===== src/rtl/sd_dac_tx.sv =====
// rtl/sd_dac_tx.sv - first-order sigma-delta DAC transmitter with a one-entry sample buffer.
// Optional carry-in dither from a 16-bit LFSR when SD_DAC_DITHER_EN is defined.
module sd_dac_tx #(
  parameter int WIDTH = 8,
  parameter int OSR   = 16
) (
  input  logic             clk,
  input  logic             rst,
  input  logic             enable,
  input  logic [WIDTH-1:0] sample_in,
  input  logic             sample_valid,
  output logic             sample_ready,
  input  logic             clear_underrun,
  output logic             dac_out,
  output logic             frame_strobe,
  output logic             underrun
);

  localparam int CW = $clog2(OSR);
  localparam logic [CW-1:0] OSR_LAST = CW'(OSR - 1);

  logic [WIDTH-1:0] buffer;
  logic             buf_full;
  logic [WIDTH-1:0] active;
  logic [WIDTH-1:0] acc;
  logic [CW-1:0]    osr_cnt;
  logic             boundary;
  logic             wr;
  logic             cin;
  logic [WIDTH:0]   sum;

  assign sample_ready = !buf_full;
  assign boundary     = enable && (osr_cnt == OSR_LAST);
  assign wr           = sample_valid && !buf_full;
  assign sum          = {1'b0, acc} + {1'b0, active} + {{WIDTH{1'b0}}, cin};

`ifdef SD_DAC_DITHER_EN
  logic [15:0] lfsr;
  logic        lfsr_fb;

  // Taps 16,14,13,11 in 1-based numbering.
  assign lfsr_fb = lfsr[15] ^ lfsr[13] ^ lfsr[12] ^ lfsr[10];
  assign cin     = lfsr[0];

  always_ff @(posedge clk or posedge rst) begin
    if (rst) begin
      lfsr <= 16'hACE1;
    end else if (enable) begin
      lfsr <= {lfsr[14:0], lfsr_fb};
    end
  end
`else
  assign cin = 1'b0;
`endif

  always_ff @(posedge clk or posedge rst) begin
    if (rst) begin
      buffer       <= '0;
      buf_full     <= 1'b0;
      active       <= '0;
      acc          <= '0;
      osr_cnt      <= '0;
      dac_out      <= 1'b0;
      frame_strobe <= 1'b0;
      underrun     <= 1'b0;
    end else begin
      frame_strobe <= boundary && buf_full;

      // A full buffer blocks writes, so draining and writing never coincide.
      if (boundary && buf_full) begin
        active   <= buffer;
        buf_full <= 1'b0;
      end else if (wr) begin
        buffer   <= sample_in;
        buf_full <= 1'b1;
      end

      if (boundary && !buf_full) begin
        underrun <= 1'b1;
      end else if (clear_underrun) begin
        underrun <= 1'b0;
      end

      if (enable) begin
        osr_cnt <= (osr_cnt == OSR_LAST) ? '0 : osr_cnt + 1'b1;
        acc     <= sum[WIDTH-1:0];
        dac_out <= sum[WIDTH];
      end
    end
  end

endmodule

===== config.mk =====
export PLATFORM = sky130hd
export DESIGN_NAME = sd_dac_tx
export DESIGN_NICKNAME = d
export VERILOG_FILES = /design/src/rtl/sd_dac_tx.sv
export SDC_FILE = /design/constraint.sdc
export NUM_CORES = 1
export LEC_CHECK = 0
export ABC_CLOCK_PERIOD_IN_PS = 3000
export CORE_MARGIN = 8
export CORE_UTILIZATION = 45
export CTS_BUF_LIST = sky130_fd_sc_hd__clkbuf_8
export DETAILED_ROUTE_END_ITERATION = 7
export PLACE_DENSITY = 0.68
export SYNTH_ARGS = -nofsm -noshare
export SYNTH_HDL_FRONTEND = slang
export SYNTH_SLANG_ARGS = --single-unit

===== constraint.sdc =====
create_clock -name clk -period 3 [get_ports clk]
set_clock_uncertainty 0.15 [all_clocks]
set_input_delay 0.45 -clock clk [delete_from_list [all_inputs] [get_ports clk]]
set_output_delay 0.45 -clock clk [all_outputs]
set_load 0.05 [all_outputs]

==> qor.yml, run 1 <==
run_status:
  outcome: "finished, final reports clean"
global_route:
  grt_max_degree: 33
  antenna_found_initial: 0
  grt_pass1_wl_um: 5090
  grt.total_usage_pct: 10.5
  grt_overflow: 0
  first_global_vias: 1145
timing:
  worst_pin_slew_ps: 747
  finalSetupViolCount: 0
  layout_min_cycle_time_ps: 2200
  timing.fmax_mhz: 455
  finalMaxSlewViolations: 0
  tns_ps: 0
  grt_setup_unrepaired: "false"
  finalHoldViolations: 0
  relSlewSlack_pct: 50.1
  period_share_pct: 73.2
  hold-worst-slack_ps: 330
drt:
  routed_wl_um: 2850
  detail_route.wl_per_cell_um: 13.7
  final_antenna_net_count: 0
  dr_total_vias: 1082
  drt_iter0_markers: 45
  avgViaCountPerCell: 5.20
  firstDrtPassIters: 4
  drc: 0
clocking:
  clk-insertion-delay-late_ps: 270
  clkTransAtPathRegs_ps: 70
  clock_sinks: 32
  numCtsBuffers: 5
  post_cts_resize_count: 0
  postCtsHoldBufs: 0
  cts_max_path_buffers: 2
  post_cts_buffers: 0
  cts_root_buffer: "clkbuf_8"
  cts_tree: "built"
  h-tree-depth: 2
worst_setup_path:
  path_cells: "ha_1, fa_1, a211oi_2, nor2_1, o21ai_1, or3b_1"
  arrival_ps: 2200
  cp.depth: 6
  required_ps: 3000
  max_stage_delay_ps: 440
  reg2reg_depth: 6
  worst_setup_path_start_kind: "flop"
  critPathSlowestCell: "fa_1"
  cp-end-kind: "flop"
  crit_family: "adder cells"
  path_max_fanout: 3
  path_buf_inv: 0
  critPathKind: "reg2reg"
power:
  p_seq_share_pct: 37.4
  p_sw_share_pct: 35.0
  p_sw_uw: 701
  clock_power_share_pct: 22.1
  p_leak_uw: 0.000876
  cellPowerDensity_mw_per_mm2: 1020
  p_comb_share_pct: 40.4
  p_int_uw: 1300
  vdd_ir_drop_max_uv: 512
  power_uw: 2000
logic_synthesis:
  ys.flop_type: "dfrtp_1"
  avgSynthCellArea_um2: 11.7
  syn_nets: 162
  synth-edff-count: 0
  syn_inst: 139
  yosysSeqAreaShare_pct: 49.4
  synth_cell_types: 34
  ys_warn_count: 0
  synth-seq-cells: 32
  ys_async_sr_fraction_pct: 100
  synth_area_mm2: 0.00162
die:
  initial_core_util_pct: 45.7
  num_rows: 22
  core_area_mm2: 0.00355
  ios: 17
  die_w_um: 76.0
  die_h_um: 76.0
  dieArea_mm2: 0.00578
final_layout:
  multi_input_area_um2: 772
  fin_nets: 182
  fillerInstances: 307
  seq_area_um2: 801
  antenna_cells: 0
  drive_gt1_share_pct: 15.6
  area_growth_pct: 20.7
min_path:
  hold_path.class: "reg2reg"
  whs_path_depth: 1
placed_design:
  place_hpwl_um: 2190
  portBuffers: 16
  globalplace.congestion: 0.829
run:
  max-cap-violations: 0
## registers in the layout, summed over array words and instances (netlist names)
signal        flops
acc               8
active            8
buffer            8
osr_cnt           4
buf_full          1
dac_out           1
frame_strobe      1
underrun          1
## stage by stage
stage / worst slack (ps) / utilization (%) / instances / cell area [um2]
2_1_floorplan: 944 / - / 139 / 1620
3_3_place_gp: 819 / 51.6 / 200 / 1830
5_1_grt: 701 / 55.1 / 208 / 1960
3_5_place_dp: 786 / 51.6 / 200 / 1830
6_report: 804 / 55.1 / 208 / 1960
4_1_cts: 804 / 55.1 / 208 / 1960
## area by class of cell
cell class              instances  share of cell area (%)
clock inverters                 1                    1.53
inverters                       6                    1.15
flip-flops and latches         32                    40.9
well taps                      48                    3.07
repair buffers                 18                    8.95
multi-input cells              96                    39.5
clock buffers                   7                    4.92
## path summary, 6_finish.rpt
path	from	to	slack (ps)
worst max-delay path	active[0]$_DFFE_PP0P_	acc[6]$_DFFE_PP0P_	800
worst min-delay path	buffer[0]$_DFFE_PP0P_	buffer[0]$_DFFE_PP0P_	330
worst max register to register	active[0]$_DFFE_PP0P_	acc[6]$_DFFE_PP0P_	800
worst min register to register	buffer[0]$_DFFE_PP0P_	buffer[0]$_DFFE_PP0P_	330
max in group asynchronous	rst	active[5]$_DFFE_PP0P_	2010
min in group asynchronous	rst	buf_full$_DFFE_PP0P_	400
## logic make-up after synthesis
family | Yosys count | synth area share, %
compound gates | 32 | 12.7
xor+xnor | 4 | 2.16
buf+inv | 11 | 3.01
flops | 32 | 49.4
fa+ha+maj | 10 | 8.18
mux | 22 | 15.0
simple gates | 28 | 9.49
## power groups by stage
stage	Clock [uW]	Combinational (uW)	Sequential [uW]
floorplan	0	634	743
global placement	0	762	745
detailed placement	0	806	761
CTS	450	811	753
global route	475	902	779
finish	443	810	750
## cell usage after synthesis (2+ instances only)
| cell type | n | area share [%] |
|---|---|---|
| nand4_1 | 2 | 0.77 |
| xnor2_1 | 4 | 2.2 |
| mux2_1 | 11 | 7.6 |
| mux2i_1 | 3 | 1.9 |
| o21ai_1 | 3 | 0.93 |
| nand2_1 | 7 | 1.6 |
| ha_1 | 9 | 6.9 |
| dfrtp_1 | 32 | 49 |
| a211oi_2 | 2 | 1.5 |
| mux2_2 | 8 | 5.6 |
| inv_1 | 6 | 1.4 |
| a211oi_1 | 2 | 0.93 |
| o21ai_0 | 10 | 3.1 |
| o22ai_1 | 3 | 1.2 |
| a21oi_1 | 7 | 2.2 |
| a21o_1 | 2 | 0.93 |
| nor2b_1 | 3 | 1.2 |
| nor2_1 | 7 | 1.6 |
| buf_2 | 3 | 0.93 |
## layout by cell type (no fill, tap or decap), types with 2 or more instances in the layout
| cell type | Yosys | layout |
|---|---|---|
| xnor2_1 | 4 | 4 |
| a21o_1 | 2 | 2 |
| nand4_1 | 2 | 2 |
| o21ai_0 | 10 | 10 |
| a211oi_1 | 2 | 2 |
| buf_4 | 1 | 2 |
| inv_1 | 6 | 6 |
| o22ai_1 | 3 | 3 |
| o21ai_1 | 3 | 3 |
| clkdlybuf4s50_1 | 0 | 16 |
| mux2i_1 | 3 | 3 |
| a21oi_1 | 7 | 7 |
| a211oi_2 | 2 | 2 |
| nor2b_1 | 3 | 3 |
| mux2_1 | 11 | 11 |
| ha_1 | 9 | 9 |
| nor2_1 | 7 | 7 |
| clkbuf_8 | 0 | 7 |
| nand2_1 | 7 | 7 |
| mux2_2 | 8 | 8 |
| dfrtp_1 | 32 | 32 |
## metal layers
| layer | track usage (%) | wire length, um | vias to the layer above | share of wire [%] |
|---|---|---|---|---|
| met5 | 0 | 0 | - | 0 |
| met4 | 3.73 | 52 | 0 | 1.8 |
| met3 | 3.77 | 127 | 7 | 4.5 |
| met2 | 16.7 | 1320 | 26 | 46 |
| met1 | 12.7 | 1350 | 509 | 47 |
| li1 | - | - | 540 | - |
No activity file was read; power rests on OpenSTA's default activity.
==> inputs of run 2 (changes only) <==
ABC_CLOCK_PERIOD_IN_PS = 2100   (was 3000)
clock period = 2.1 ns   (was 3 ns; I/O delays follow)
==> run 2 against run 1 <==
Compared with the run above: design area increased by 0.64%; via count increased by 2.9%; critical path depth unchanged; routed wire length increased by 7.2%; power increased by 39%; global-route usage increased by 0.91 points; combinational power increased by 48%; die area unchanged.
==> qor.yml, run 2 (synthesis results as in run 1) <==
run_status:
  outcome: "finished, final reports clean"
timing:
  period_share_pct: 95.0
  hold-worst-slack_ps: 266
  finalSetupViolCount: 0
  tns_ps: 0
  setup_slack_ps: 106
  grt_setup_unrepaired: "false"
  worst_pin_slew_ps: 506
  relSlewSlack_pct: 66.2
  timing.fmax_mhz: 501
  finalHoldViolations: 0
  finalMaxSlewViolations: 0
  layout_min_cycle_time_ps: 1990
clocking:
  clock_sinks: 32
  cts_max_path_buffers: 2
  cts_tree: "built"
  postCtsHoldBufs: 0
  cts_root_buffer: "clkbuf_8"
  post_cts_buffers: 0
  h-tree-depth: 2
  clk-insertion-delay-late_ps: 280
  numCtsBuffers: 5
  clkTransAtPathRegs_ps: 70
worst_setup_path:
  critPathSlowestCell: "dfrtp_1"
  cp-end-kind: "flop"
  critPathKind: "reg2reg"
  path_max_fanout: 2
  max_stage_delay_ps: 380
  path_cells: "ha_1, fa_2, a211oi_2, nor2_1, o21ai_1, or3b_1"
  r2r-start: "active[0]$_DFFE_PP0P_"
  cp-startpoint: "active[0]$_DFFE_PP0P_"
  required_ps: 2120
  worst_setup_path_start_kind: "flop"
  arrival_ps: 2020
drt:
  detail_route.wl_per_cell_um: 14.5
  firstDrtPassIters: 4
  avgViaCountPerCell: 5.27
  drt_iter0_markers: 50
  drc: 0
  final_antenna_net_count: 0
  routed_wl_um: 3050
  dr_total_vias: 1113
placed_design:
  place_hpwl_um: 2270
  portBuffers: 16
  globalplace.congestion: 0.806
  dpl_worst_slack_ps: 2.40
global_route:
  grt_max_degree: 33
  first_global_vias: 1204
  grt_pass1_wl_um: 5390
  grt.total_usage_pct: 11.4
  antenna_found_initial: 0
  grt_overflow: 0
power:
  power_uw: 2790
  vdd_ir_drop_max_uv: 715
  p_sw_share_pct: 36.9
  p_leak_uw: 0.000888
  p_sw_uw: 1030
  cellPowerDensity_mw_per_mm2: 1420
  p_int_uw: 1760
  clock_power_share_pct: 18.6
  p_seq_share_pct: 38.4
  p_comb_share_pct: 43.0
final_layout:
  fillerInstances: 301
  area_growth_pct: 21.5
  fin_nets: 186
  reg_top3: "acc x8, active x8, buffer x8"
  layout_common_cells: "dfrtp_1 (32), clkdlybuf4s50_1 (15), mux2_1 (11), o21ai_0 (10), ha_1 (9)"
  drive_gt1_share_pct: 18.4
  final_common_cell: "dfrtp_1"
  antenna_cells: 0
die:
  initial_core_util_pct: 45.7
  die_w_um: 76.0
  core_area_mm2: 0.00355
  num_rows: 22
  ios: 17
  die_h_um: 76.0
  dieArea_mm2: 0.00578
run:
  max-cap-violations: 0
min_path:
  hold_path.class: "in2async"
==> run 2: changes by cell type in the layout (fill, tap and decap cells not counted), sizes merged <==
cell | before | now
buf | 2 | 7
clkdlybuf4s50 | 16 | 15
bufinv | 1 | 0
==> run 2: routing by layer <==
layer	up-vias	share of wire [%]	GRT usage [%]
li1	544	-	-
met1	542	45	13.0
met2	20	49	18.3
met3	7	3.5	4.36
met4	0	1.8	5.29
met5	-	0	0
==> run 2: critical path: cells and delay by family, from the launching register on <==
family,cells,cell delay (ps)
AND/OR/NAND/NOR,2,430
flip-flops,1,380
adder cells (fa/ha/maj),2,590
AO/OA/AOI/OAI,2,330
==> run 2: final timing paths <==
| kind | endpoint | slack, ps | cells past startpoint |
|---|---|---|---|
| min reg2reg | active[6]$_DFFE_PP0P_ | 330 | 1 |
| max in group asynchronous | active[0]$_DFFE_PP0P_ | 1230 | 3 |
| max reg2reg | acc[6]$_DFFE_PP0P_ | 110 | 6 |
| min | osr_cnt[3]$_DFFE_PP0P_ | 270 | 3 |
| max | acc[6]$_DFFE_PP0P_ | 110 | 6 |
| min in group clk | active[6]$_DFFE_PP0P_ | 330 | 1 |
==> run 2: final cells by class <==
| type | count | area, um2 | share of cell area (%) |
|---|---|---|---|
| clock buffers | 7 | 96.3 | 4.89 |
| inverters | 6 | 22.5 | 1.14 |
| multi-input cells | 96 | 774 | 39.3 |
| flip-flops and latches | 32 | 801 | 40.7 |
| well taps | 48 | 60.1 | 3.05 |
| repair buffers | 22 | 215 | 10.9 |
==> run 2: per-stage QoR <==
stage                     instances  instance area (um2)  util, %
final                           211                 1970     55.5
after global routing            211                 1970     55.5
after CTS                       211                 1970     55.5
after detailed placement        204                 1870     52.7
after global placement          204                 1870     52.7
after floorplan                 139                 1620        -
==> run 2: what timing repair did <==
| item | CTS | global route |
|---|---|---|
| endpoints found under the hold margin | 0 | 0 |
| pin swaps | 0 | 1 |
| resized for setup | 1 | 0 |
| endpoints found under the setup margin | 1 | 2 |
==> run 2: power by group through the flow <==
stage | combinational (uW) | clock, uW | sequential, uW
floorplan | 906 | 0 | 1060
global placement | 1130 | 0 | 1060
detailed placement | 1200 | 0 | 1090
CTS | 1210 | 525 | 1080
global route | 1340 | 551 | 1120
finish | 1200 | 518 | 1070
==> inputs of run 3 (changes only) <==
CORE_ASPECT_RATIO = 0.7   (was default)
PLACE_DENSITY = 0.63   (was 0.68)
==> run 3 against run 2 <==
Compared with the run above: fmax down 3.5%; flip-flop and latch count unchanged; register-to-register slack lost 70 ps; power is 1.6% higher; design area rose by 0.95%; critical path depth did not move; setup slack worse by 72 ps; via count increased by 1.3%; sequential power about the same; core utilization is 1.5 points higher; first-iteration DRC count is 74% higher; combinational power is essentially flat; largest power group unchanged.
==> qor.yml, run 3 (synthesis results as in run 1) <==
global_route:
  grt_max_degree: 20
  grt_pass1_wl_um: 5290
  first_global_vias: 1152
  grt.total_usage_pct: 11.9
  grt_overflow: 0
  antenna_found_initial: 0
drt:
  drc: 0
  final_antenna_net_count: 0
  avgViaCountPerCell: 5.22
  drt_iter0_markers: 87
  dr_total_vias: 1127
  routed_wl_um: 3010
  detail_route.wl_per_cell_um: 13.9
  firstDrtPassIters: 4
clocking:
  postCtsHoldBufs: 0
  clkTransAtPathRegs_ps: 70
  clock_sinks: 32
  h-tree-depth: 2
  clk-insertion-delay-late_ps: 280
  numCtsBuffers: 5
  cts_tree: "built"
  cts_root_buffer: "clkbuf_8"
  cts_max_path_buffers: 2
run_status:
  outcome: "finished, final reports clean"
die:
  initial_core_util_pct: 46.5
  die_h_um: 66.2
  ios: 17
  dieArea_mm2: 0.00581
  core_area_mm2: 0.00349
  die_w_um: 87.8
  num_rows: 18
min_path:
  hold_path.class: "in2async"
final_layout:
  fin_nets: 188
  drive_gt1_share_pct: 19.9
  finish.utilization_pct: 57.0
  finalInstanceArea_mm2: 0.00199
  reg_top3: "acc x8, active x8, buffer x8"
  area_growth_pct: 22.6
  final_common_cell: "dfrtp_1"
  antenna_cells: 0
  layout_common_cells: "dfrtp_1 (32), clkdlybuf4s50_1 (15), mux2_1 (11), o21ai_0 (10), buf_4 (9)"
  fillerInstances: 272
timing:
  finalSetupViolCount: 0
  hold-worst-slack_ps: 202
  relSlewSlack_pct: 66.2
  finalMaxSlewViolations: 0
  layout_min_cycle_time_ps: 2070
  finalHoldViolations: 0
  timing.fmax_mhz: 484
  worst_pin_slew_ps: 505
  grt_setup_unrepaired: "true"
  setup_slack_ps: 33.4
  period_share_pct: 98.4
placed_design:
  portBuffers: 16
  place_hpwl_um: 2250
  placed_area_mm2: 0.00187
  dpl_worst_slack_ps: -12.7
  globalplace.congestion: 0.832
worst_setup_path:
  path_max_fanout: 3
  arrival_ps: 2080
  critPathSlowestCell: "dfrtp_1"
  reg2reg_depth: 6
  cp-end-kind: "flop"
  path_cells: "ha_2, fa_2, a211oi_2, nor2_1, o21ai_1, or3b_1"
  worst_setup_path_start_kind: "flop"
  critPathKind: "reg2reg"
  required_ps: 2110
  max_stage_delay_ps: 390
  r2r_slack_ps: 30
power:
  vdd_ir_drop_max_uv: 633
  p_leak_uw: 0.000900
  cellPowerDensity_mw_per_mm2: 1430
run:
  max-cap-violations: 0
==> run 3: final cells by class <==
type / instances / area (um2) / share of cell area, %
inverter: 6 / 22.5 / 1.13
clock buffer: 5 / 68.8 / 3.46
multi-input combinational: 96 / 777 / 39.1
tap: 50 / 62.6 / 3.15
sequential: 32 / 801 / 40.3
clock inverter: 3 / 38.8 / 1.95
timing repair buffer: 24 / 218 / 11.0
==> run 3: final timing paths <==
kind | start | endpoint
worst max register to register | acc[0]$_DFFE_PP0P_ | acc[6]$_DFFE_PP0P_
worst min register to register | buffer[0]$_DFFE_PP0P_ | buffer[0]$_DFFE_PP0P_
min in group clk | buffer[0]$_DFFE_PP0P_ | buffer[0]$_DFFE_PP0P_
max in group asynchronous | rst | osr_cnt[0]$_DFFE_PP0P_
worst max-delay path | acc[0]$_DFFE_PP0P_ | acc[6]$_DFFE_PP0P_
worst min-delay path | rst | active[0]$_DFFE_PP0P_
==> run 3: critical path: cells and delay by family, from the launching register on <==
kind                     cells  cell delay, ps
AND/OR/NAND/NOR              2             430
AO/OA/AOI/OAI                2             390
adder cells (fa/ha/maj)      2             600
flip-flops                   1             390
==> run 3: routing by layer <==
metal	GRT usage (%)	part of all wire [%]
met5	0	0
met3	3.72	4.2
met2	15.9	42
met1	16.9	53
met4	5.12	0.90
==> run 3: report_power, final <==
group	switching, uW	internal (uW)	total, uW	leakage, uW
clock	223	347	570	0.0000593
combinational	599	588	1190	0.000450
sequential	193	883	1080	0.000390
total	1020	1820	2830	0.000900
==> run 3: metrics by stage <==
stage               instances  total power, uW  setup TNS, ps
detailed placement        207             2250          -12.7
floorplan                 139             1970              0
finish                    216             2830              0
global route              216             3080           -126
global placement          207             2200              0
CTS                       215             2840              0
==> run 3: repair_timing <==
action	in CTS	in global routing
pin swaps	1	4
resized for setup	1	1
endpoints found under the setup margin	2	2
endpoints found under the hold margin	0	0
gates cloned	0	0
buffers inserted	0	1
